[src/rtl/sata_link_arbt_mc.sv]
// Multi-channel SATA link arbiter: grants the link to one of NUM_CH transport
// transmit requesters or to the received X_RDY path. Start-up guard,
// roll-insert pause, per-grant watchdog and post-transfer gap.
//
// state | meaning
// IDLE  | waiting for an eligible TX request or X_RDY
// WR    | TX grant active, wr_gnt/wr_ch hold the granted channel
// RD    | RX grant active
// GAP   | quiet period after a grant, no new grants

package sata_link_pkg;
  typedef enum logic [3:0] {
    prim_none, align, sync, x_rdy, r_rdy, r_ip, r_ok,
    r_err, sof, eof, wtrm, hold, holda, cont
  } sata_p_t;
endpackage

module sata_link_arbt_mc
  import sata_link_pkg::*;
#(
  parameter int NUM_CH      = 2,
  parameter int START_CYC   = 150,
  parameter int ROLL_HOLD   = 1,
  parameter int GAP_CYC     = 2,
  parameter int TIMEOUT_CYC = 65536,
  parameter int ROLE        = 1,
  parameter int RR_EN       = 1,
  localparam int CH_W       = (NUM_CH > 1) ? $clog2(NUM_CH) : 1
) (
  input  logic              clk,
  input  logic              rst,
  input  logic [NUM_CH-1:0] tx_req,
  input  sata_p_t           rx_dat_type,
  input  logic              phyrdy,
  input  logic              roll_insert,
  output logic              wr_req,
  output logic [NUM_CH-1:0] wr_gnt,
  output logic [CH_W-1:0]   wr_ch,
  input  logic              wr_cpl,
  input  logic              wr_no_busy,
  output logic              rd_req,
  input  logic              rd_cpl,
  output logic              arbt_rdy,
  output logic              timeout_err
);

  localparam int GW  = (START_CYC > 1) ? $clog2(START_CYC) : 1;
  localparam int WW  = (TIMEOUT_CYC > 1) ? $clog2(TIMEOUT_CYC) : 1;
  localparam int GPW = (GAP_CYC > 1) ? $clog2(GAP_CYC) : 1;
  localparam logic [GW-1:0]  G_LAST   = GW'(START_CYC - 1);
  localparam logic [WW-1:0]  WD_LAST  = WW'((TIMEOUT_CYC > 0) ? TIMEOUT_CYC - 1 : 0);
  localparam logic [GPW-1:0] GAP_LAST = GPW'(GAP_CYC - 1);
  localparam logic [3:0]     HOLD_V   = 4'(ROLL_HOLD);

  typedef enum logic [3:0] {
    S_IDLE = 4'b0001,
    S_WR   = 4'b0010,
    S_RD   = 4'b0100,
    S_GAP  = 4'b1000
  } state_t;

  state_t          state, state_nxt;
  logic [GW-1:0]   g_cnt;
  logic            g_exp;
  logic [3:0]      stretch;
  logic [WW-1:0]   wd_cnt;
  logic [GPW-1:0]  gap_cnt;
  logic [CH_W-1:0] rr_ptr;
  logic [CH_W-1:0] sel_idx;
  logic            pause, tx_any, xrdy, wd_exp, timeout_hit;

  assign arbt_rdy    = g_exp && phyrdy;
  assign pause       = roll_insert || (stretch != 4'd0);
  assign tx_any      = |tx_req;
  assign xrdy        = (rx_dat_type == x_rdy);
  assign wd_exp      = (TIMEOUT_CYC != 0) && (wd_cnt == WD_LAST);
  assign wr_req      = (state == S_WR);
  assign rd_req      = (state == S_RD);
  assign timeout_err = timeout_hit;

  // Start-up guard; any PHYRDY loss re-arms it from zero.
  always_ff @(posedge clk or posedge rst) begin
    if (rst) begin
      g_cnt <= '0;
      g_exp <= 1'b0;
    end else if (!phyrdy) begin
      g_cnt <= '0;
      g_exp <= 1'b0;
    end else if (!g_exp) begin
      if (g_cnt == G_LAST) g_exp <= 1'b1;
      else                 g_cnt <= g_cnt + GW'(1);
    end
  end

  // Pause stretch: held at ROLL_HOLD while roll_insert is high, so the
  // countdown effectively starts at its falling edge.
  always_ff @(posedge clk or posedge rst) begin
    if (rst)                    stretch <= 4'd0;
    else if (roll_insert)       stretch <= HOLD_V;
    else if (stretch != 4'd0)   stretch <= stretch - 4'd1;
  end

  // Channel pick: scanning offsets downward leaves the closest requester
  // at or after the starting point (pointer for RR, index 0 for fixed).
  always_comb begin
    sel_idx = '0;
    for (int i = NUM_CH - 1; i >= 0; i--) begin
      int j;
      logic [CH_W-1:0] idx;
      j = (RR_EN != 0) ? int'(rr_ptr) + i : i;
      if (j >= NUM_CH) j = j - NUM_CH;
      idx = CH_W'(j);
      if (tx_req[idx]) sel_idx = idx;
    end
  end

  // Next-state logic; PHYRDY loss overrides every other transition.
  always_comb begin
    state_nxt   = state;
    timeout_hit = 1'b0;
    case (state)
      S_IDLE: begin
        if (arbt_rdy && !pause) begin
          if (ROLE == 1) begin
            if (tx_any)    state_nxt = S_WR;
            else if (xrdy) state_nxt = S_RD;
          end else begin
            if (xrdy)        state_nxt = S_RD;
            else if (tx_any) state_nxt = S_WR;
          end
        end
      end
      S_WR: begin
        if (wr_no_busy)  state_nxt = S_RD;
        else if (wr_cpl) state_nxt = S_GAP;
        else if (wd_exp) begin
          timeout_hit = 1'b1;
          state_nxt   = S_GAP;
        end
      end
      S_RD: begin
        if (rd_cpl) state_nxt = S_GAP;
        else if (wd_exp) begin
          timeout_hit = 1'b1;
          state_nxt   = S_GAP;
        end
      end
      S_GAP: begin
        if (gap_cnt == '0) state_nxt = S_IDLE;
      end
      default: state_nxt = S_IDLE;
    endcase
    if (!phyrdy && state != S_IDLE) begin
      state_nxt   = S_IDLE;
      timeout_hit = 1'b0;
    end
  end

  // State register.
  always_ff @(posedge clk or posedge rst) begin
    if (rst) state <= S_IDLE;
    else     state <= state_nxt;
  end

  // Watchdog: restarts on every entry into WR or RD, including WR->RD.
  always_ff @(posedge clk or posedge rst) begin
    if (rst)
      wd_cnt <= '0;
    else if ((state_nxt == S_WR || state_nxt == S_RD) && state_nxt == state)
      wd_cnt <= wd_cnt + WW'(1);
    else
      wd_cnt <= '0;
  end

  // Gap down-counter, loaded on entry to GAP.
  always_ff @(posedge clk or posedge rst) begin
    if (rst)                                      gap_cnt <= '0;
    else if (state_nxt == S_GAP && state != S_GAP) gap_cnt <= GAP_LAST;
    else if (gap_cnt != '0)                        gap_cnt <= gap_cnt - GPW'(1);
  end

  // Grant capture and round-robin pointer advance on IDLE->WR.
  always_ff @(posedge clk or posedge rst) begin
    if (rst) begin
      wr_gnt <= '0;
      wr_ch  <= '0;
      rr_ptr <= '0;
    end else if (state == S_IDLE && state_nxt == S_WR) begin
      wr_gnt <= NUM_CH'(1) << sel_idx;
      wr_ch  <= sel_idx;
      if (RR_EN != 0)
        rr_ptr <= (sel_idx == CH_W'(NUM_CH - 1)) ? '0 : sel_idx + CH_W'(1);
    end else if (state_nxt != S_WR) begin
      wr_gnt <= '0;
      wr_ch  <= '0;
    end
  end

endmodule

[config.mk]
export PLATFORM = sky130hd
export DESIGN_NAME = sata_link_arbt_mc
export DESIGN_NICKNAME = d
export VERILOG_FILES = /design/src/rtl/sata_link_arbt_mc.sv
export SDC_FILE = /design/constraint.sdc
export NUM_CORES = 1
export LEC_CHECK = 0
export CORE_MARGIN = 1
export CORE_UTILIZATION = 57
export DETAILED_ROUTE_END_ITERATION = 10
export HOLD_SLACK_MARGIN = 0.1
export PLACE_DENSITY = 0.87
export SYNTH_ARGS = -nofsm -noshare
export SYNTH_HDL_FRONTEND = slang
export SYNTH_SLANG_ARGS = --single-unit
[constraint.sdc]
create_clock -name clk -period 2.57 [get_ports clk]
set_clock_uncertainty 0.15 [all_clocks]
set_input_delay 0.771 -clock clk [delete_from_list [all_inputs] [get_ports clk]]
set_output_delay 0.771 -clock clk [all_outputs]
set_load 0.005 [all_outputs]
* Word-level counts from Yosys, hierarchy flattened
Cells that the tools add are included.
** Word-level totals
- Register bits after elaboration :: 38
- Bits in latches :: 0
- Memory bits (writable) :: 0
- Memory bits (read-only) :: 0
- Input bits :: 13
- Output and inout bits :: 7
- Word-level logic and storage cells :: 93
- Memories :: 0
** Cells by class
- $add $sub $neg :: 8
- Multipliers :: 0
- Div/mod/pow operators :: 0
- Order comparisons :: 4
- Equality and inequality tests :: 16
- Shifts and indexed selects :: 1
- Multiplexer cells :: 40
- Bitwise operators :: 0
- Reduce and logical (&&, ||, !) cells :: 15
** Operators by type and width (count)
- two-way mux 4 bit :: 11
- two-way mux 8 bit :: 3
- two-way mux 1 bit :: 21
- adder 16 x 1 -> 16 bit (second input constant) :: 1
- == test 16 bit (second input constant) :: 1
- two-way mux 16 bit :: 1
- case mux 4 bit (4 select lines) :: 1
- == test 4 x 2 -> 1 bit (second input constant) :: 3
- adder 8 x 1 -> 8 bit (second input constant) :: 1
- == test 4 x 3 -> 1 bit (second input constant) :: 2
- == test 4 bit (second input constant) :: 2
- == test 8 bit (second input constant) :: 1
- logical AND 1 bit :: 6
- == test 4 x 1 -> 1 bit (second input constant) :: 1
- == test 4 bit :: 1
- < comparator 1 x 2 -> 1 bit (second input constant) :: 2
- two-way mux 2 bit :: 2
- != test 2 bit (second input constant) :: 2
- != test 4 x 1 -> 1 bit (second input constant) :: 1
- != test 4 x 2 -> 1 bit (second input constant) :: 1
- != test 4 bit (second input constant) :: 1
- nonzero test 2 bit :: 2
- nonzero test 4 bit :: 1
- subtractor 4 x 1 -> 4 bit (second input constant) :: 1
- 11 further kinds :: 15

* Depth between registers and ports, before layout
Gate-level depths: netlist of run 1.
- Depth after elaboration :: 11
- Gate-level depth with buffers :: 7
- Depth with buffers taken out :: 6

* Worst setup path before layout of run 1
OpenSTA, ideal clock, no wires.
- Path type :: register to output
- Start point :: register state[3]
- End point :: output port timeout_err
- Arrival time :: 1.564 ns
- Required time :: 1.649 ns
- Path slack :: 0.085 ns
- Cell stages (with the launch flop) :: 5
- Path buffers :: 1
- Cell sequence :: dfrtp_1 > buf_6 > or4b_4 > o32ai_4 > nor3b_1
** Between the ends
- Longest elaborated chain between the ends :: 3
- Elaborated cells on any way between the ends :: 6
- Classes of those cells :: eq/ne (3); mux (2); reduce/logical (1)
** Ends and longest elaborated chain
- start, declared :: RTL line 62 : state_t state, state_nxt;
- start signal, assigned :: RTL line 162 : else state <= state_nxt;
- == test 4 x 3 -> 1 bit, or another cell as far along :: RTL line 121 : case (state)
- case mux 1 bit (2 select lines) or logical AND 1 bit (tied branches) :: RTL line 121, 153
- two-way mux 1 bit (*) :: RTL line 153 : if (!phyrdy && state != S_IDLE) begin
- end, declared :: RTL line 44 : output logic timeout_err
Mark *: on every way between the ends. The rest lies on a longest branch, timed or not.

* Final worst setup path of run 1
Ends and elaborated chain as after synthesis.

==> summary.txt, run 1 <==
Worst setup path
  – R2r worst-path depth: 7
  – WP buf/inv: 1
  – CP endpoint kind: output pin
  – Reg-to-reg critical path endpoint: wd_cnt[8]$_DFF_PP0_
  – CP required: 1650 ps
  – Top delay family on crit path: simple AND/OR/NAND/NOR gates
  – Reg2Reg Setup Slack: roughly 260 ps
  – Worst path max stage delay: roughly 550 ps
  – Slowest-stage cell, CP: or4b_4
  – CP startpoint: state[3]$_DFF_PP0_
  – Worst-path fanout max: 3
  – Worst path arrival time: 1780 ps
  – Setup CP Type: reg -> out
  – Worst R2R Start: state[3]$_DFF_PP0_
  – CP Cell Sequence: or4b_4 > o32ai_4 > nor3b_2 > buf_2
  – Crit start category: flip-flop

Floorplanning
  – Die area: 4060 sq um
  – Rows: 22
  – Total I/O pin count: 20
  – Die W: 63.7 microns
  – Core Area: 3660 sq um
  – Initial core utilization: 0.593
  – Die Ht: 63.7 microns

Clock network
  – H-tree level count: 2
  – CTS tree: built
  – Reg clk slew, reported paths: approximately 70 ps
  – Clock tree buffer depth: 2
  – Cts hold-fix bufs: 0
  – CTS Buf Count: 5
  – Clock root cell: clkbuf_8
  – Worst skew pair latency: a little under 300 ps
  – CTS sink cnt: 37

Synth
  – Yosys warns: 0
  – Post-synth EDFFs: 0
  – Most frequent cell after synthesis: dfrtp_1
  – Post-Syn Nets: around 220
  – Sequential share of the synthesized area: 0.427
  – Synthesized area: around 2200 sq um
  – Area leader, netlist: dfrtp_1
  – Synth top cells by count: dfrtp_1, nor2_1, xnor2_1
  – Netlist cell types: slightly below 60
  – Area contributors post-synth: dfrtp_1, xnor2_1, nor4_2, nor2_1, nor4_1
  – Post-Syn Instances: 206
  – Yosys top cell area share: 0.415
  – #FFs+latches synth: 37
  – Post-synth ARST share: 1.00
  – Synth Area per Inst: ~11 sq um
  – Main synth FF type: dfrtp_1

Power and ir drop
  – Maximum vdd drop: ~0.58 mV
  – PD cells: ~460 nW/um^2
  – Pleak: 1.24 nW
  – Final Power: ~0.0013 W

Hold path
  – HP Class: reg -> reg
  – Hold_sp: wr_gnt[0]$_DFFE_PP0P_
  – WHS Endpoint: wr_gnt[0]$_DFFE_PP0P_
  – Worst Hold Depth: 1

Timing
  – Final Max Tran Viols: 0
  – Unrepaired setup endpoints after global routing: yes
  – Crit path time final: around 2700 ps
  – Setup violators final: 3
  – Hold Fails Final Rpt: 0
  – Slew HR: 0.636
  – Final setup TNS: -144 ps
  – Final period util: 1.05
  – Slew @ Worst Pin: around 540 ps
  – Fin worst setup slack: -130 ps
  – Fmax: 0.370 GHz

Final layout
  – Final layout net count: approximately 300
  – Share of cells above drive strength 1: 0.332
  – Syn-to-layout area delta: 34.1%
  – Diode count: 0
  – Filler cell count: 212

Route
  – DR iter-0 viols: ~150
  – DRC Markers: 0
  – Total iterations of the first detailed-routing run: 4
  – Avg WL per Cell: between 15 and 20 microns
  – Via density per instance: ~5.9
  – Detailed Route WL: 5.56 mm
  – Antenna-violating nets left: 0
  – Total number of vias: 1,923

Placed design
  – Hpwl dp: between 3 and 4 mm
  – RePlAce Congestion: between 0.8 and 0.9
  – I/O Buffers: 19

GRT
  – Total GRT Usage: 0.288
  – Initial antenna violation count: 0
  – Largest net degree at the start of global routing: 38
  – Grt ovf: 0
  – Vias in the first global route: a little over 2,000
  – Global-route wire length before repair: ~9.0 mm

Job
  – Max Cap Viol: 0

Outcome
  – Status: finished with violations
  – Failing checks: setup timing
per-layer routing:
| layer | share of wire | vias to the layer above | global-route usage |
|---|---|---|---|
| met5 | 0 | - | 0 |
| met4 | 0.025 | 0 | 0.111 |
| met3 | 0.037 | 16 | 0.0652 |
| met2 | 0.56 | 56 | 0.547 |
| met1 | 0.38 | 946 | 0.301 |
| li1 | - | 905 | - |
state kept, by name, indices dropped and copies added, names as in the netlist:
signal   cells
wd_cnt      16
g_cnt        8
state        4
stretch      4
wr_gnt       2
g_exp        1
gap_cnt      1
rr_ptr       1
placed cells by master (no fill, tap or decap), drive strengths merged, types with 2 or more instances in the layout:
cell type / count
buf: 55
dfrtp: 36
nor4: 19
nor2: 18
xnor2: 18
clkdlybuf4s50: 13
inv: 13
a21oi: 10
nor3: 8
nand2: 8
clkbuf: 8
nand3: 7
nand4: 5
or3: 4
ha: 4
o21ai: 4
nand2b: 3
a211oi: 3
or4b: 2
xor2: 2
nor2b: 2
and2: 2
dlygate4sd2: 2
nor4b: 2
or4: 2
and3b: 2
nor3b: 2
a32oi: 2
and4: 2
what timing repair did:
item,4_1_cts,5_1_grt
pin swaps,2,3
buffers inserted,4,4
setup endpoints to repair,4,17
resized for setup,18,4
final cells by class:
cell class,count,area [sq um],area share
clock inverter,2,37.5,0.0129
sequential,37,927,0.319
clock buffer,6,82.6,0.0284
tap,48,60.1,0.0206
multi-input combinational,149,1150,0.396
inverter,14,52.6,0.0181
timing repair buffer,72,598,0.206
report_power, final:
part	internal [W]	switching, W	total [W]
combinational	0.0000916	0.0000976	0.000189
clock	0.000316	0.000214	0.000530
sequential	0.000607	0.0000203	0.000627
total	0.00101	0.000332	0.00135
logic make-up after synthesis:
logic type               after synthesis  synth area share
AO/OA/AOI/OAI                         30             0.120
XOR/XNOR                              20            0.0807
AND/OR/NAND/NOR                       94             0.293
adder cells (fa/ha/maj)                4            0.0231
multiplexers                           1           0.00519
buffers and inverters                 20            0.0507
flip-flops                            37             0.427
worst max path at each step:
stage / slack, ps / cells after the start / endpoint
2_1_floorplan: 90 / 4 / timeout_err
3_3_place_gp: -590 / 4 / timeout_err
3_5_place_dp: -610 / 4 / timeout_err
4_1_cts: -150 / 4 / timeout_err
5_1_grt: -180 / 4 / timeout_err
6_report: -130 / 4 / timeout_err
stage by stage:
stage	utilization	cells	worst slack (ps)	area [sq um]	hold slack, ps
2_1_floorplan	-	206	85.4	2170	322
3_3_place_gp	0.741	312	-586	2710	335
3_5_place_dp	0.741	312	-613	2710	332
4_1_cts	0.783	324	-146	2870	358
5_1_grt	0.795	328	-180	2910	383
6_report	0.795	328	-130	2910	359
Power figures use the tool's default switching activity.
==> inputs of run 2 (changes only) <==
--- a/config.mk
+++ b/config.mk
@@ -6,10 +6,11 @@
 export NUM_CORES = 1
 export LEC_CHECK = 0
 export CORE_MARGIN = 1
-export CORE_UTILIZATION = 57
+export CORE_UTILIZATION = 55
 export DETAILED_ROUTE_END_ITERATION = 10
 export HOLD_SLACK_MARGIN = 0.1
-export PLACE_DENSITY = 0.87
+export PLACE_DENSITY = 0.85
+export RECOVER_POWER = 50
 export SYNTH_ARGS = -nofsm -noshare
 export SYNTH_HDL_FRONTEND = slang
 export SYNTH_SLANG_ARGS = --single-unit
==> summary.txt, run 2 (synthesis gave the netlist of run 1 again) <==
Floorplanning
  – Total I/O pin count: 20
  – Die Ht: about 65 microns
  – Initial core utilization: 0.584
  – Rows: 22
  – Die area: 4200 sq um
  – Die W: ~65 microns
  – Core Area: approximately 3700 sq um

Worst setup path
  – Worst-path fanout max: 4
  – CP endpoint kind: output pin
  – WP buf/inv: 1
  – Slowest-stage cell, CP: or4b_4
  – Setup CP Type: reg -> out
  – Worst path arrival time: roughly 1800 ps
  – Worst path max stage delay: approximately 530 ps
  – CP startpoint: state[2]$_DFF_PP0_
  – CP Cell Sequence: or4b_4 > o32ai_4 > nor3b_2 > buf_2
  – Worst R2R Start: state[2]$_DFF_PP0_
  – CP required: ~1700 ps
  – Top delay family on crit path: simple AND/OR/NAND/NOR gates
  – Crit start category: flip-flop

Final layout
  – Diode count: 0
  – Top flop regs: wd_cnt x16, g_cnt x8
  – Post-route cell area: ~2900 sq um
  – Share of cells above drive strength 1: 0.324
  – Final core occ: 0.770
  – Largest Register: wd_cnt
  – Max reg flops: 16
  – Post-Layout Cell Count: 329
  – Final layout net count: roughly 300
  – Most frequent cells in the layout: buf_4, dfrtp_1, nor2_1, xnor2_1, inv_1
  – Most common cell after layout, fill and taps aside: buf_4
  – Syn-to-layout area delta: 31.9%

Clock network
  – H-tree level count: 2
  – Reg clk slew, reported paths: ~70 ps
  – CTS tree: built
  – Clock tree buffer depth: 2
  – CTS sink cnt: 37
  – Worst skew pair latency: around 300 ps
  – Clock root cell: clkbuf_8
  – Cts hold-fix bufs: 0
  – CTS Buf Count: 5

Power and ir drop
  – Pleak: about 1.2 nW
  – Sequential fraction of design power: 0.521
  – Combinational share of power: 0.146
  – Switching pwr: ~0.00032 W
  – Maximum vdd drop: ~0.44 mV
  – P_int: around 0.00088 W
  – Clock Power Share: 0.333
  – Net switching fraction of the power: 0.266
  – PD cells: approximately 420 nW/um^2

Timing
  – Crit path time final: 2700 ps
  – Final period util: 1.05
  – Fin worst setup slack: -131 ps
  – Setup violators final: 2
  – Final setup TNS: -139 ps
  – Hold Fails Final Rpt: 0
  – Fmax: 0.370 GHz
  – Final hold slack: 355 ps
  – Final Max Tran Viols: 0
  – Slew @ Worst Pin: 920 ps
  – Slew HR: 0.387
  – Unrepaired setup endpoints after global routing: yes

Placed design
  – Post-Place Cells: 314
  – Hpwl dp: approximately 3.6 mm
  – I/O Buffers: 19
  – RePlAce Congestion: between 0.8 and 0.9
  – Cell Area, Placed: roughly 2700 sq um

Outcome
  – Status: finished with violations
  – Failing checks: setup timing

GRT
  – Global-route wire length before repair: 8.53 mm
  – Largest net degree at the start of global routing: 38
  – Initial antenna violation count: 0
  – Total GRT Usage: 0.271
  – Vias in the first global route: 1,898
  – Grt ovf: 0

Route
  – DRC Markers: 0
  – Total iterations of the first detailed-routing run: 4
  – Antenna-violating nets left: 0
  – Avg WL per Cell: 15.4 microns
  – Via density per instance: around 5.7
  – Detailed Route WL: 5.06 mm
  – DR iter-0 viols: 120
  – Total number of vias: approximately 1,900

Hold path
  – HP Class: reg -> reg
  – Hold_sp: wr_gnt[0]$_DFFE_PP0P_

Job
  – Max Cap Viol: 0
==> run 2: cell count changes in the layout (fill, tap and decap cells not counted), moves of 2 or more <==
cell	change
dlygate4sd2_1	+2
clkdlybuf4s50_1	-3
clkinv_2	+2
dlygate4sd3_1	+2
==> run 2: worst paths after layout <==
check | slack, ps | to | depth (start not counted)
max in group asynchronous | 640 | wd_cnt[6]$_DFF_PP0_ | 3
worst max register to register | 220 | wd_cnt[4]$_DFF_PP0_ | 7
worst max-delay path | -130 | timeout_err | 4
worst min-delay path | 360 | wr_gnt[0]$_DFFE_PP0P_ | 1
min in group asynchronous | 1060 | stretch[1]$_DFFE_PP0P_ | 3
worst min register to register | 360 | wr_gnt[0]$_DFFE_PP0P_ | 1
==> run 2: cell type report <==
| cell class | instances | area [sq um] |
|---|---|---|
| repair buffers | 73 | 589 |
| well taps | 48 | 60.1 |
| clock buffers | 5 | 68.8 |
| inverters | 14 | 52.6 |
| multi-input cells | 149 | 1150 |
| clock inverters | 3 | 17.5 |
| fillers | 247 | 853 |
| flip-flops and latches | 37 | 927 |
==> run 2: stage by stage <==
step | total power, W | worst slack, ps
global route | 0.00126 | -194
finish | 0.00120 | -131
detailed placement | 0.000816 | -620
CTS | 0.00121 | -163
global placement | 0.000806 | -590
floorplan | 0.000741 | 85.4
==> run 2: repair_timing <==
| item | in CTS | in global routing |
|---|---|---|
| setup endpoints to repair | 4 | 2 |
| pin swaps | 2 | 2 |
| cloned | 0 | 0 |
| buffers inserted | 6 | 1 |
| resized for setup | 20 | 1 |
==> run 2: layer usage <==
layer | track usage | routed length, microns
met1 | 0.298 | 2070
met2 | 0.493 | 2720
met3 | 0.0722 | 147
met4 | 0.0944 | 118
met5 | 0 | 0
==> run 2: power by group through the flow <==
stage	Sequential [W]	Combinational [W]	Clock [W]
finish	0.000626	0.000176	0.000401
global placement	0.000635	0.000170	0
floorplan	0.000632	0.000109	0
CTS	0.000626	0.000179	0.000408
detailed placement	0.000637	0.000179	0
global route	0.000629	0.000199	0.000431
==> inputs of run 3 (changes only) <==
--- a/config.mk
+++ b/config.mk
@@ -8,7 +8,7 @@
 export CORE_MARGIN = 1
 export CORE_UTILIZATION = 55
 export DETAILED_ROUTE_END_ITERATION = 10
-export HOLD_SLACK_MARGIN = 0.1
+export HOLD_SLACK_MARGIN = 0.15
 export PLACE_DENSITY = 0.85
 export RECOVER_POWER = 50
 export SYNTH_ARGS = -nofsm -noshare
==> results of run 3 <==
Final layout, timing and power as in run 2 (identical DEF).
